## src/rtl/mem_bank_ctrl.sv

```systemverilog
// -----------------------------------------------------------------------------
// mem_bank_ctrl
// Single-bank SRAM controller placed behind the multi-master memory arbiter.
// It accepts the arbiter's slave-side request/grant/response handshake and
// drives one synchronous single-port SRAM macro with fixed read latency.
// It decodes the bank-local word address, applies byte strobes, tracks the
// read pipeline, returns read data with a one-cycle valid pulse and flags
// out-of-range accesses.
//
// Optional feature: define MEM_BANK_CTRL_PERF_EN to build the saturating
// read/write/error performance counters. Without it the counter outputs are
// tied to zero, perf_clr is ignored and no counter flops exist.
//
// Ports
//   clk, rst        clock, asynchronous active-high reset
//   s_req/s_wr      request and direction (1 = write)
//   s_addr          byte address
//   s_wdata/s_strb  write data and byte strobes
//   s_gnt           combinational grant, same cycle as the request in IDLE
//   s_rdata         registered read data, held between responses
//   s_rvalid        one-cycle read-data-valid pulse
//   s_err           out-of-range pulse (with s_gnt for writes, s_rvalid for reads)
//   sram_*          SRAM macro interface; all zero whenever sram_ce is low
//   perf_clr        synchronous clear of the performance counters
//   perf_*_cnt      granted-read / granted-write / error-pulse counters
//
// FSM states
//   state   | meaning
//   IDLE    | accepting requests; writes complete here in the grant cycle
//   RD_WAIT | waiting for the SRAM read latency, requests ignored
//   RD_RESP | presenting s_rvalid (and s_err for out-of-range) for one cycle
// -----------------------------------------------------------------------------
module mem_bank_ctrl #(
  parameter int unsigned           ADDR_WIDTH   = 32,
  parameter int unsigned           DATA_WIDTH   = 128,
  parameter int unsigned           DEPTH        = 4096,
  parameter logic [ADDR_WIDTH-1:0] BASE_ADDR    = '0,
  parameter int unsigned           READ_LATENCY = 1,
  localparam int unsigned          AW           = $clog2(DEPTH),
  localparam int unsigned          SW           = DATA_WIDTH / 8
) (
  input  logic                  clk,
  input  logic                  rst,
  input  logic                  s_req,
  input  logic                  s_wr,
  input  logic [ADDR_WIDTH-1:0] s_addr,
  input  logic [DATA_WIDTH-1:0] s_wdata,
  input  logic [SW-1:0]         s_strb,
  output logic                  s_gnt,
  output logic [DATA_WIDTH-1:0] s_rdata,
  output logic                  s_rvalid,
  output logic                  s_err,
  output logic                  sram_ce,
  output logic                  sram_we,
  output logic [AW-1:0]         sram_addr,
  output logic [DATA_WIDTH-1:0] sram_wdata,
  output logic [SW-1:0]         sram_bwe,
  input  logic [DATA_WIDTH-1:0] sram_rdata,
  input  logic                  perf_clr,
  output logic [31:0]           perf_rd_cnt,
  output logic [31:0]           perf_wr_cnt,
  output logic [31:0]           perf_err_cnt
);

  localparam int unsigned OFF_BITS = $clog2(SW);
  localparam int unsigned CW       = 3;

  // One extra bit so that BASE_ADDR + bank size cannot wrap in the compare.
  localparam logic [ADDR_WIDTH:0] BASE_EXT  = {1'b0, BASE_ADDR};
  localparam logic [ADDR_WIDTH:0] LIMIT_EXT = BASE_EXT + (ADDR_WIDTH+1)'(DEPTH * SW);

  typedef enum logic [1:0] {
    IDLE    = 2'd0,
    RD_WAIT = 2'd1,
    RD_RESP = 2'd2
  } state_t;

  state_t               state_q, state_d;
  logic [CW-1:0]        lat_cnt_q, lat_cnt_d;
  logic                 oor_q, oor_d;
  logic                 capture;

  logic                 in_range;
  logic [ADDR_WIDTH-1:0] addr_off;
  logic [AW-1:0]        word_addr;

  // ---------------------------------------------------------------------------
  // Address decode
  // ---------------------------------------------------------------------------
  always_comb begin
    in_range  = ({1'b0, s_addr} >= BASE_EXT) && ({1'b0, s_addr} < LIMIT_EXT);
    addr_off  = s_addr - BASE_ADDR;
    word_addr = AW'(addr_off >> OFF_BITS);
  end

  // ---------------------------------------------------------------------------
  // State register, latency counter, range flag and read data
  // ---------------------------------------------------------------------------
  always_ff @(posedge clk or posedge rst) begin
    if (rst) begin
      state_q   <= IDLE;
      lat_cnt_q <= '0;
      oor_q     <= 1'b0;
    end else begin
      state_q   <= state_d;
      lat_cnt_q <= lat_cnt_d;
      oor_q     <= oor_d;
    end
  end

  always_ff @(posedge clk or posedge rst) begin
    if (rst) begin
      s_rdata <= '0;
    end else if (capture) begin
      // Out-of-range reads never touched the SRAM, so return zero.
      s_rdata <= oor_q ? '0 : sram_rdata;
    end
  end

  // ---------------------------------------------------------------------------
  // Next state and outputs
  // ---------------------------------------------------------------------------
  always_comb begin
    state_d    = state_q;
    lat_cnt_d  = lat_cnt_q;
    oor_d      = oor_q;
    capture    = 1'b0;
    s_gnt      = 1'b0;
    s_rvalid   = 1'b0;
    s_err      = 1'b0;
    sram_ce    = 1'b0;
    sram_we    = 1'b0;
    sram_addr  = '0;
    sram_wdata = '0;
    sram_bwe   = '0;

    unique case (state_q)
      IDLE: begin
        // Grant is combinational; gate with rst so nothing leaks out while
        // reset is held.
        if (s_req && !rst) begin
          s_gnt = 1'b1;
          if (s_wr) begin
            if (in_range) begin
              sram_ce    = 1'b1;
              sram_we    = 1'b1;
              sram_addr  = word_addr;
              sram_wdata = s_wdata;
              sram_bwe   = s_strb;
            end else begin
              s_err = 1'b1;
            end
          end else begin
            if (in_range) begin
              sram_ce   = 1'b1;
              sram_addr = word_addr;
            end
            oor_d     = !in_range;
            lat_cnt_d = CW'(READ_LATENCY);
            state_d   = RD_WAIT;
          end
        end
      end

      RD_WAIT: begin
        // Counter holds READ_LATENCY on entry; the data is on sram_rdata in
        // the cycle where it reaches 1.
        lat_cnt_d = lat_cnt_q - CW'(1);
        if (lat_cnt_q == CW'(1)) begin
          capture = 1'b1;
          state_d = RD_RESP;
        end
      end

      RD_RESP: begin
        s_rvalid = 1'b1;
        s_err    = oor_q;
        state_d  = IDLE;
      end

      default: begin
        state_d = IDLE;
      end
    endcase
  end

  // ---------------------------------------------------------------------------
  // Performance counters
  // ---------------------------------------------------------------------------
`ifdef MEM_BANK_CTRL_PERF_EN
  logic rd_inc, wr_inc, err_inc;

  always_comb begin
    rd_inc  = s_gnt && !s_wr;
    wr_inc  = s_gnt && s_wr;
    err_inc = s_err;
  end

  always_ff @(posedge clk or posedge rst) begin
    if (rst) begin
      perf_rd_cnt  <= '0;
      perf_wr_cnt  <= '0;
      perf_err_cnt <= '0;
    end else if (perf_clr) begin
      perf_rd_cnt  <= '0;
      perf_wr_cnt  <= '0;
      perf_err_cnt <= '0;
    end else begin
      if (rd_inc && (perf_rd_cnt != 32'hFFFF_FFFF)) begin
        perf_rd_cnt <= perf_rd_cnt + 32'd1;
      end
      if (wr_inc && (perf_wr_cnt != 32'hFFFF_FFFF)) begin
        perf_wr_cnt <= perf_wr_cnt + 32'd1;
      end
      if (err_inc && (perf_err_cnt != 32'hFFFF_FFFF)) begin
        perf_err_cnt <= perf_err_cnt + 32'd1;
      end
    end
  end
`else
  logic unused_perf_clr;

  assign unused_perf_clr = perf_clr;
  assign perf_rd_cnt     = '0;
  assign perf_wr_cnt     = '0;
  assign perf_err_cnt    = '0;
`endif

endmodule

```

## config.mk

```make
export PLATFORM = sky130hd
export DESIGN_NAME = mem_bank_ctrl
export DESIGN_NICKNAME = d
export VERILOG_FILES = /design/src/rtl/mem_bank_ctrl.sv
export SDC_FILE = /design/constraint.sdc
export NUM_CORES = 1
export LEC_CHECK = 0
export CAP_MARGIN = 20
export CORE_AREA = 3 3 273 275
export DETAILED_ROUTE_END_ITERATION = 10
export DIE_AREA = 0 0 276 278
export GPL_ROUTABILITY_DRIVEN = 1
export PLACE_DENSITY = 0.36
export REMOVE_ABC_BUFFERS = 1
export SYNTH_ARGS = -nofsm -noshare
export SYNTH_HDL_FRONTEND = slang
export SYNTH_SLANG_ARGS = --single-unit
```

## constraint.sdc

```tcl
create_clock -name clk -period 5.45 [get_ports clk]
set_input_delay 0.545 -clock clk [delete_from_list [all_inputs] [get_ports clk]]
set_output_delay 0.545 -clock clk [all_outputs]
set_load 0.1 [all_outputs]
```

==> flow_metrics.tcl, run 1 <==
set metrics [dict create \
    run_status "complete, no violations" \
    cts_setup_buffers 0 \
    clock-sinks 134 \
    wl_per_cell_um 17.16 \
    cts_made_buffers 17 \
    worst-path-max-fanout 96 \
    reg2reg_depth 4 \
    register_area_um2 3357 \
    syn_area_per_cell_um2 7.909 \
    p_sw_uw 3778 \
    synth_cell_type_count 30 \
    fill_cells 8201 \
    setup_viol 0 \
    yosys_warnings 0 \
    ios 694 \
    post_cts_resize_count 0 \
    place_area_um2 14310 \
    design_area_um2 14900 \
    peakVddDrop_v 0.0002618 \
    crit_path_max_incr_delay_ns 0.81 \
    netlist_instances 1036 \
    clkPwrFrac_pct 17.7 \
    final_cell_mix "clkdlybuf4s50_1, buf_4, inv_1" \
    place_hpwl_um 34830 \
    clkTransAtPathRegs_ns 0.06 \
    slew_headroom_pct 19.88 \
    crit_top_cell "buf_4" \
    rsz0062_at_grt "false" \
    drt_iter0_drc 252 \
    cp_top_family "buffers and inverters" \
    pwr-share-seq_pct 22.4 \
    finalCritPeriodShare_pct 76.19 \
    cp_slowest_cell "or4b_1" \
    cp-start-kind "input pin" \
    finalMaxSlewViolations 0 \
    dp_slack_ns 1.282 \
    period_minus_slack_ns 4.152 \
    clk_latency_ns 0.47 \
    place_congestion 0.7914 \
    die_width_um 276 \
    multiInputGateArea_um2 3532 \
    final_common_cell "clkdlybuf4s50_1" \
    coreArea_um2 72590 \
    vias 8303 \
    hold_depth 2 \
    postRouteAntennaNets 0 \
    antenna_found_initial 11 \
    skew_ns 0.01407 \
    routed_wirelength_um 43840 \
    powerDensity_nw_per_um2 440.1 \
    synth_edf_count 0 \
    power_frac_comb_pct 59.8 \
    cts_tree "built" \
    ys_seq_elements 134 \
    hp-class "reg -> reg" \
    h-tree-depth 4 \
    io_buffers 592 \
    vias_per_cell 3.251 \
    end_kind "output port" \
    critPathKind "in -> out" \
    synth_area_um2 8194 \
    cts_root_buffer "clkbuf_16" \
    cts_buffer_depth 2 \
    die_area_um2 76730 \
    drtPass1Iterations 5 \
    crit_buf_inv 4 \
    die_h_um 278 \
    crit_arrival_ns 3.61 \
    p_total_uw 6557 \
    grt_pass1_vias 8523 \
    initial_utilization_pct 11.29 \
    grt_start_max_net_pins 258 \
    required_ns 4.91 \
    ys_async_sr_fraction_pct 100.0 \
    cp_num_cells 7 \
    synthToLayoutAreaGrowth_pct 81.83 \
    grt_pass1_wl_um 62470 \
    leakage_uw 0.006382 \
    postLayoutSetupSlackWorst_ns 1.298 \
    internal-power_uw 2779 \
    drive_above_1_share_pct 15.91 \
    fmax_mhz 240.8 \
    hold_viol 0 \
    tightest_slew_ns 1.202 \
    postCtsHoldBufs 0 \
    drc 0 \
    row_count 99 \
    grt_remaining_overflow 0 \
    ys.flop_type "dfrtp_1" \
    grtUsageTotal_pct 11.14 \
    nets 1888 \
    switching_share_pct 57.62 \
    worstPathCellList "clkdlybuf4s50_1, or4b_1, clkinv_2, nand2_8, buf_4, nor3_1, buf_4" \
    maxCapViolations 0 \
    synth_seq_area_share_pct 40.92 \
]
-- state kept, by name, summed over array words and instances (netlist names) --
name	flops
lat_cnt_q	3
state_q	2
s_rdata	128
oor_q	1
-- through the flow --
stage	hold WS [ns]	utilization, %	cells	TNS, ns
final	0.4771	20.53	2554	0
after floorplan	0.4561	-	958	-651.19
after global placement	0.4624	19.72	2517	0
after CTS	0.4855	20.51	2549	0
after detailed placement	0.4695	19.72	2517	0
after global routing	0.5070	20.52	2552	0
-- synth_stat cells, drive strengths merged, types with 2 or more instances --
library cell | number | area, um2
nand2 | 130 | 495.5
ha | 2 | 25.02
nor2b | 2 | 12.51
o21ai | 129 | 645.6
nor2 | 4 | 15.01
clkbuf | 42 | 157.7
dfrtp | 134 | 3353
inv | 160 | 600.6
nor3 | 156 | 1026
nor4 | 4 | 25.02
buf | 131 | 927.1
nand2b | 129 | 807.0
-- power by group through the flow --
stage,logic [uW],registers [uW],clock network [uW]
after global placement,3960,1480,0
after detailed placement,3960,1490,0
after global routing,4090,1520,1270
after floorplan,765,3580,0
after CTS,3970,1480,1240
final,3920,1470,1160
-- layout make-up --
type / count / area share [%]
inverter: 161 / 4.098
tap: 959 / 8.053
multi-input combinational: 663 / 23.71
clock buffer: 18 / 2.880
antenna: 5 / 0.08398
clock inverter: 14 / 0.9741
timing repair buffer: 600 / 37.67
sequential: 134 / 22.53
-- layer usage --
layer	GRT usage [%]	part of all wire, %
met2	18.52	48
met1	12.53	40
met4	3.968	2.4
met3	5.167	9.9
met5	0	0
-- tightest hold or removal path: stages (launching register included) --
cell	delay [ns]
dfrtp_1	0.34
nand2_1	0.04
o21ai_0	0.06
-- kinds of logic (layout without fill, tap and decap cells) --
kind of cell,Yosys count,count (layout),synth area share [%]
and+or+nand+nor,430,430,29.58
buffers and inverters,334,793,20.63
DFF,134,134,40.92
AOI/OAI and AO/OA,133,133,8.276
adders and majority gates,2,2,0.3053
other,1,101,0.04576
xor gates and xnor gates,1,1,0.1069
muxes,1,1,0.1374
-- final timing paths --
path | startpoint | to | slack, ns
worst min register to register | s_rdata[28] | s_rdata[28] | 0.48
worst max-delay path | rst | sram_wdata[72] | 1.30
worst min-delay path | s_rdata[28] | s_rdata[28] | 0.48
max in group asynchronous | rst | s_rdata[43] | 3.96
worst max register to register | lat_cnt_q[0] | s_rdata[73] | 3.37
min in group asynchronous | rst | oor_q | 0.54
(Power assumes the default switching activity.)
==> run 2, diff against run 1 <==
Clock period 5.45 ns to 4.05 ns, I/O delays scaled along.
==> run 2 against run 1 <==
Die area did not move. Utilization increased by 2.8 points. Final area up 14%. Register-to-register slack worse by 1.6 ns. Worst hold slack got worse by 0.00078 ns. Wire length up 2.5%. Largest power group unchanged. Setup slack got worse by 0.58 ns. Final cell count up 0.27%. First-iteration DRC count rose by 41%. Non-clock buffer count is 8 higher. Clock skew decreased by 0.0010 ns.
==> flow_metrics.tcl, run 2 (synthesized netlist as in run 1, its figures left out) <==
set metrics [dict create \
    fill_cells 7987 \
    skew_ns 0.01305 \
    drt_iter0_drc 356 \
    startpoint "state_q[0]" \
    die_width_um 276 \
    vias_per_cell 3.257 \
    clkTransAtPathRegs_ns 0.06 \
    required_ns 3.64 \
    routed_wirelength_um 44930 \
    coreArea_um2 72590 \
    die_h_um 278 \
    clk_latency_ns 0.46 \
    critPathKind "reg -> out" \
    period_minus_slack_ns 3.334 \
    drtPass1Iterations 4 \
    end_kind "output port" \
    cp_top_family "simple AND/OR/NAND/NOR gates" \
    crit_path_max_incr_delay_ns 0.57 \
    ios 694 \
    postCtsHoldBufs 0 \
    run_status "complete, no violations" \
    hold-worst-slack_ns 0.4764 \
    cts_made_buffers 17 \
    p_total_uw 8843 \
    postRouteAntennaNets 0 \
    post_cts_resize_count 0 \
    io_buffers 592 \
    maxCapViolations 0 \
    leakage_uw 0.006854 \
    drc 0 \
    initial_utilization_pct 11.29 \
    hp-class "reg -> reg" \
    finalCritPeriodShare_pct 82.32 \
    cts_buffer_depth 2 \
    cts_setup_buffers 0 \
    cp-start-kind "flop" \
    wl_per_cell_um 17.54 \
    multiInputGateArea_um2 3532 \
    worstReg2RegStart "lat_cnt_q[1]" \
    grt_pass1_wl_um 64460 \
    worst-path-max-fanout 73 \
    register_area_um2 3357 \
    peakVddDrop_v 0.0003712 \
    fmax_mhz 299.9 \
    hp-start "s_rdata[79]" \
    grt_start_max_net_pins 106 \
    die_area_um2 76730 \
    drive_above_1_share_pct 16.46 \
    largest_registers "s_rdata: 128 flops, lat_cnt_q: 3 flops, state_q: 2 flops" \
    final_util_pct 23.34 \
    place_congestion 0.7970 \
    setup_viol 0 \
    place_hpwl_um 36230 \
    vias 8340 \
    synthToLayoutAreaGrowth_pct 106.8 \
    crit_buf_inv 3 \
    crit_arrival_ns 2.93 \
    antenna_found_initial 5 \
    worstPathCellList "or4b_1, clkinv_2, nand2_8, buf_4, nor3_1, buf_12" \
    clock-sinks 134 \
    cts_tree "built" \
    final_common_cell "clkdlybuf4s50_1" \
    row_count 99 \
    top_register "s_rdata" \
    cp_slowest_cell "or4b_1" \
    hold_viol 0 \
    powerDensity_nw_per_um2 522.0 \
    nets 1896 \
    final_cell_mix "clkdlybuf4s50_1, buf_12, inv_1" \
    slew_headroom_pct 25.39 \
    grtUsageTotal_pct 11.54 \
    tightest_slew_ns 1.116 \
    finalMaxSlewViolations 0 \
    grt_remaining_overflow 0 \
    grt_pass1_vias 8668 \
    rsz0062_at_grt "false" \
    largest_register_ffs 128 \
    h-tree-depth 4 \
    cts_root_buffer "clkbuf_16" \
]
[run 2: changes by cell type in the layout (fill, tap and decap cells not counted)]
cell             change
buf_12             +158
buf_4              -149
clkbuf_1             -1
clkbuf_8             +3
clkdlybuf4s50_1      -1
clkinv_4             -3
clkinv_8             -1
clkinvlp_4           +3
diode_2              -1
inv_6                -2
inv_8                +1
[run 2: per-layer routing]
layer	global-route usage, %	wire, um	share of wire [%]	vias to the layer above
met3	6.560	5233	12	22
met5	0	0	0	-
li1	-	-	-	4122
met1	12.07	16430	37	3852
met2	20.04	22750	51	344
met4	2.722	511	1.1	0
[run 2: worst paths after layout]
path	slack (ns)	endpoint	depth (start not counted)
worst max-delay path	0.72	sram_wdata[64]	6
worst min-delay path	0.48	s_rdata[79]	2
worst max register to register	1.80	s_rdata[88]	6
worst min register to register	0.48	s_rdata[79]	2
max in group asynchronous	2.69	s_rdata[103]	3
min in group asynchronous	0.52	state_q[0]	2
[run 2: area by class of cell]
type	count	share of cell area (%)
sequential	134	19.81
multi-input combinational	663	20.85
tap	959	7.082
inverter	161	3.604
timing repair buffer	608	45.14
clock buffer	20	2.755
antenna	4	0.05908
clock inverter	12	0.7016
[run 2: where the power goes]
part,total [uW],internal (uW),switching [uW]
Combinational,5270,1150,4120
Sequential,1980,1750,234
Clock,1590,900,693
Total,8840,3790,5050
[run 2: worst register-to-register path, cell delays in order, from the launching register on]
cell       delay, ns
dfrtp_1         0.38
inv_1           0.08
ha_1            0.20
nand4bb_4       0.66
buf_12          0.55
nand2_1         0.16
o21ai_0         0.09
[run 2: through the flow]
step | cells | setup slack, ns | TNS, ns | area (um2)
global route | 2559 | 0.5293 | 0 | 16940
finish | 2561 | 0.7160 | 0 | 16940
floorplan | 958 | -4.698 | -1011.13 | 7466
global placement | 2525 | 0.7807 | 0 | 16350
CTS | 2557 | 0.6280 | 0 | 16930
detailed placement | 2525 | 0.7470 | 0 | 16350
==> run 3, diff against run 2 <==
Clock period 4.05 ns to 3.3 ns, I/O delays scaled along.
==> run 3 against run 2 <==
Via count fell by 0.42%. Sequential share of layout area fell by 0.14 points. Worst hold slack got worse by 0.082 ns. Largest cell class unchanged.
==> flow_metrics.tcl, run 3 (synthesized netlist as in run 1, its figures left out) <==
set metrics [dict create \
    vias 8305 \
    cts_tree "built" \
    grt_remaining_overflow 0 \
    tightest_slew_ns 1.053 \
    clock-sinks 134 \
    end_kind "output port" \
    io_buffers 592 \
    initial_utilization_pct 11.29 \
    largest_registers "s_rdata: 128 flops, lat_cnt_q: 3 flops, state_q: 2 flops" \
    rsz0062_at_grt "false" \
    internal-power_uw 4781 \
    cts_root_buffer "clkbuf_16" \
    run_status "complete, no violations" \
    hp-class "in -> async" \
    antenna_found_initial 8 \
    power_frac_comb_pct 59.0 \
    die_width_um 276 \
    clk_latency_ns 0.47 \
    slew_headroom_pct 29.60 \
    r2r_slack_ns 1.41 \
    die_area_um2 76730 \
    finalCritPeriodShare_pct 91.78 \
    hold_viol 0 \
    cts_buffer_depth 2 \
    clkPwrFrac_pct 18.9 \
    h-tree-depth 4 \
    drive_above_1_share_pct 16.97 \
    p_total_uw 10980 \
    clkTransAtPathRegs_ns 0.07 \
    r2r_end "oor_q" \
    required_ns 2.97 \
    place_congestion 0.7922 \
    final_cell_mix "clkdlybuf4s50_1, buf_12, inv_1" \
    die_h_um 278 \
    cts_setup_buffers 0 \
    grt_pass1_wl_um 64530 \
    leakage_uw 0.006927 \
    wl_per_cell_um 17.55 \
    grtUsageTotal_pct 11.56 \
    skew_ns 0.01778 \
    final_common_cell "clkdlybuf4s50_1" \
    peakVddDrop_v 0.0004835 \
    post_cts_resize_count 0 \
    cts_made_buffers 17 \
    switching_share_pct 56.47 \
    powerDensity_nw_per_um2 643.8 \
    nets 1901 \
    coreArea_um2 72590 \
    fmax_mhz 330.2 \
    synthToLayoutAreaGrowth_pct 108.2 \
    pwr-share-seq_pct 22.1 \
    finalMaxSlewViolations 0 \
    crit_arrival_ns 2.70 \
    worst-path-max-fanout 52 \
    row_count 99 \
    postCtsHoldBufs 0 \
    cp-start-kind "flop" \
    hold-worst-slack_ns 0.3942 \
    largest_register_ffs 128 \
    routed_wirelength_um 45050 \
    postLayoutSetupSlackWorst_ns 0.2714 \
    grt_pass1_vias 8728 \
    setup_viol 0 \
    top_register "s_rdata" \
    tns_ns 0 \
    worstReg2RegStart "state_q[0]" \
    p_sw_uw 6202 \
    maxCapViolations 0 \
    ios 694 \
    vias_per_cell 3.235 \
    dp_slack_ns 0.3675 \
    drt_iter0_drc 195 \
    drc 0 \
    postRouteAntennaNets 0 \
    grt_start_max_net_pins 151 \
    reg2reg_depth 4 \
    drtPass1Iterations 4 \
    place_hpwl_um 36560 \
    critPathKind "reg -> out" \
    period_minus_slack_ns 3.029 \
]
==> run 3: cell count changes in the layout (fill, tap and decap cells not counted) <==
cell             previous run  this run
buf_4                      16        21
clkinvlp_4                  5         3
clkdlybuf4s50_1           432       427
clkinv_2                    2         3
clkbuf_1                    0         1
inv_6                       3         4
buf_12                    160       165
clkbuf_8                    3         1
bufinv_16                   1         3
diode_2                     4         5
clkinv_4                    2         1
==> run 3: routing by layer <==
layer	up-vias	track usage, %	share of wire [%]
li1	4148	-	-
met1	3779	12.30	37
met2	349	19.65	50
met3	29	6.082	11
met4	0	3.886	1.6
met5	-	0	0
==> run 3: critical path, cell delays in order, from the launching register on <==
cell and delay [ns]:
dfrtp_1 0.46, or4b_1 0.57, clkinv_2 0.12, nand2_8 0.15, buf_12 0.26, nor3_1 0.40
buf_12 0.23
==> run 3: per-stage QoR <==
| step | std cells | util (%) | instance area (um2) |
|---|---|---|---|
| floorplan | 958 | - | 7466 |
| global placement | 2530 | 22.64 | 16430 |
| detailed placement | 2530 | 22.64 | 16430 |
| CTS | 2562 | 23.48 | 17050 |
| global route | 2566 | 23.50 | 17060 |
| finish | 2567 | 23.50 | 17060 |
==> run 3: area by class of cell <==
cell class,instances,area (um2)
Antenna cell,5,12.51
Clock buffer,19,442.9
Clock inverter,13,168.9
Fill cell,8007,55530
Inverter,161,610.6
Multi-Input combinational cell,663,3532
Sequential cell,134,3357
Tap cell,959,1200
Timing Repair Buffer,613,7735
==> run 3: power groups by stage <==
stage               sequential (uW)  clock [uW]  combinational (uW)
CTS                            2450        2200                6550
global route                   2510        2250                6750
floorplan                      5920           0                1260
detailed placement             2470           0                6540
finish                         2430        2070                6480
global placement               2450           0                6530
==> run 3: worst max path at each step <==
| stage | from | to | depth (start not counted) |
|---|---|---|---|
| global placement | rst | sram_wdata[41] | 7 |
| detailed placement | rst | sram_wdata[3] | 7 |
| finish | state_q[0] | sram_wdata[15] | 6 |
| CTS | state_q[0] | sram_wdata[3] | 6 |
| floorplan | s_addr[29] | sram_addr[0] | 3 |
| global route | state_q[0] | sram_wdata[4] | 6 |
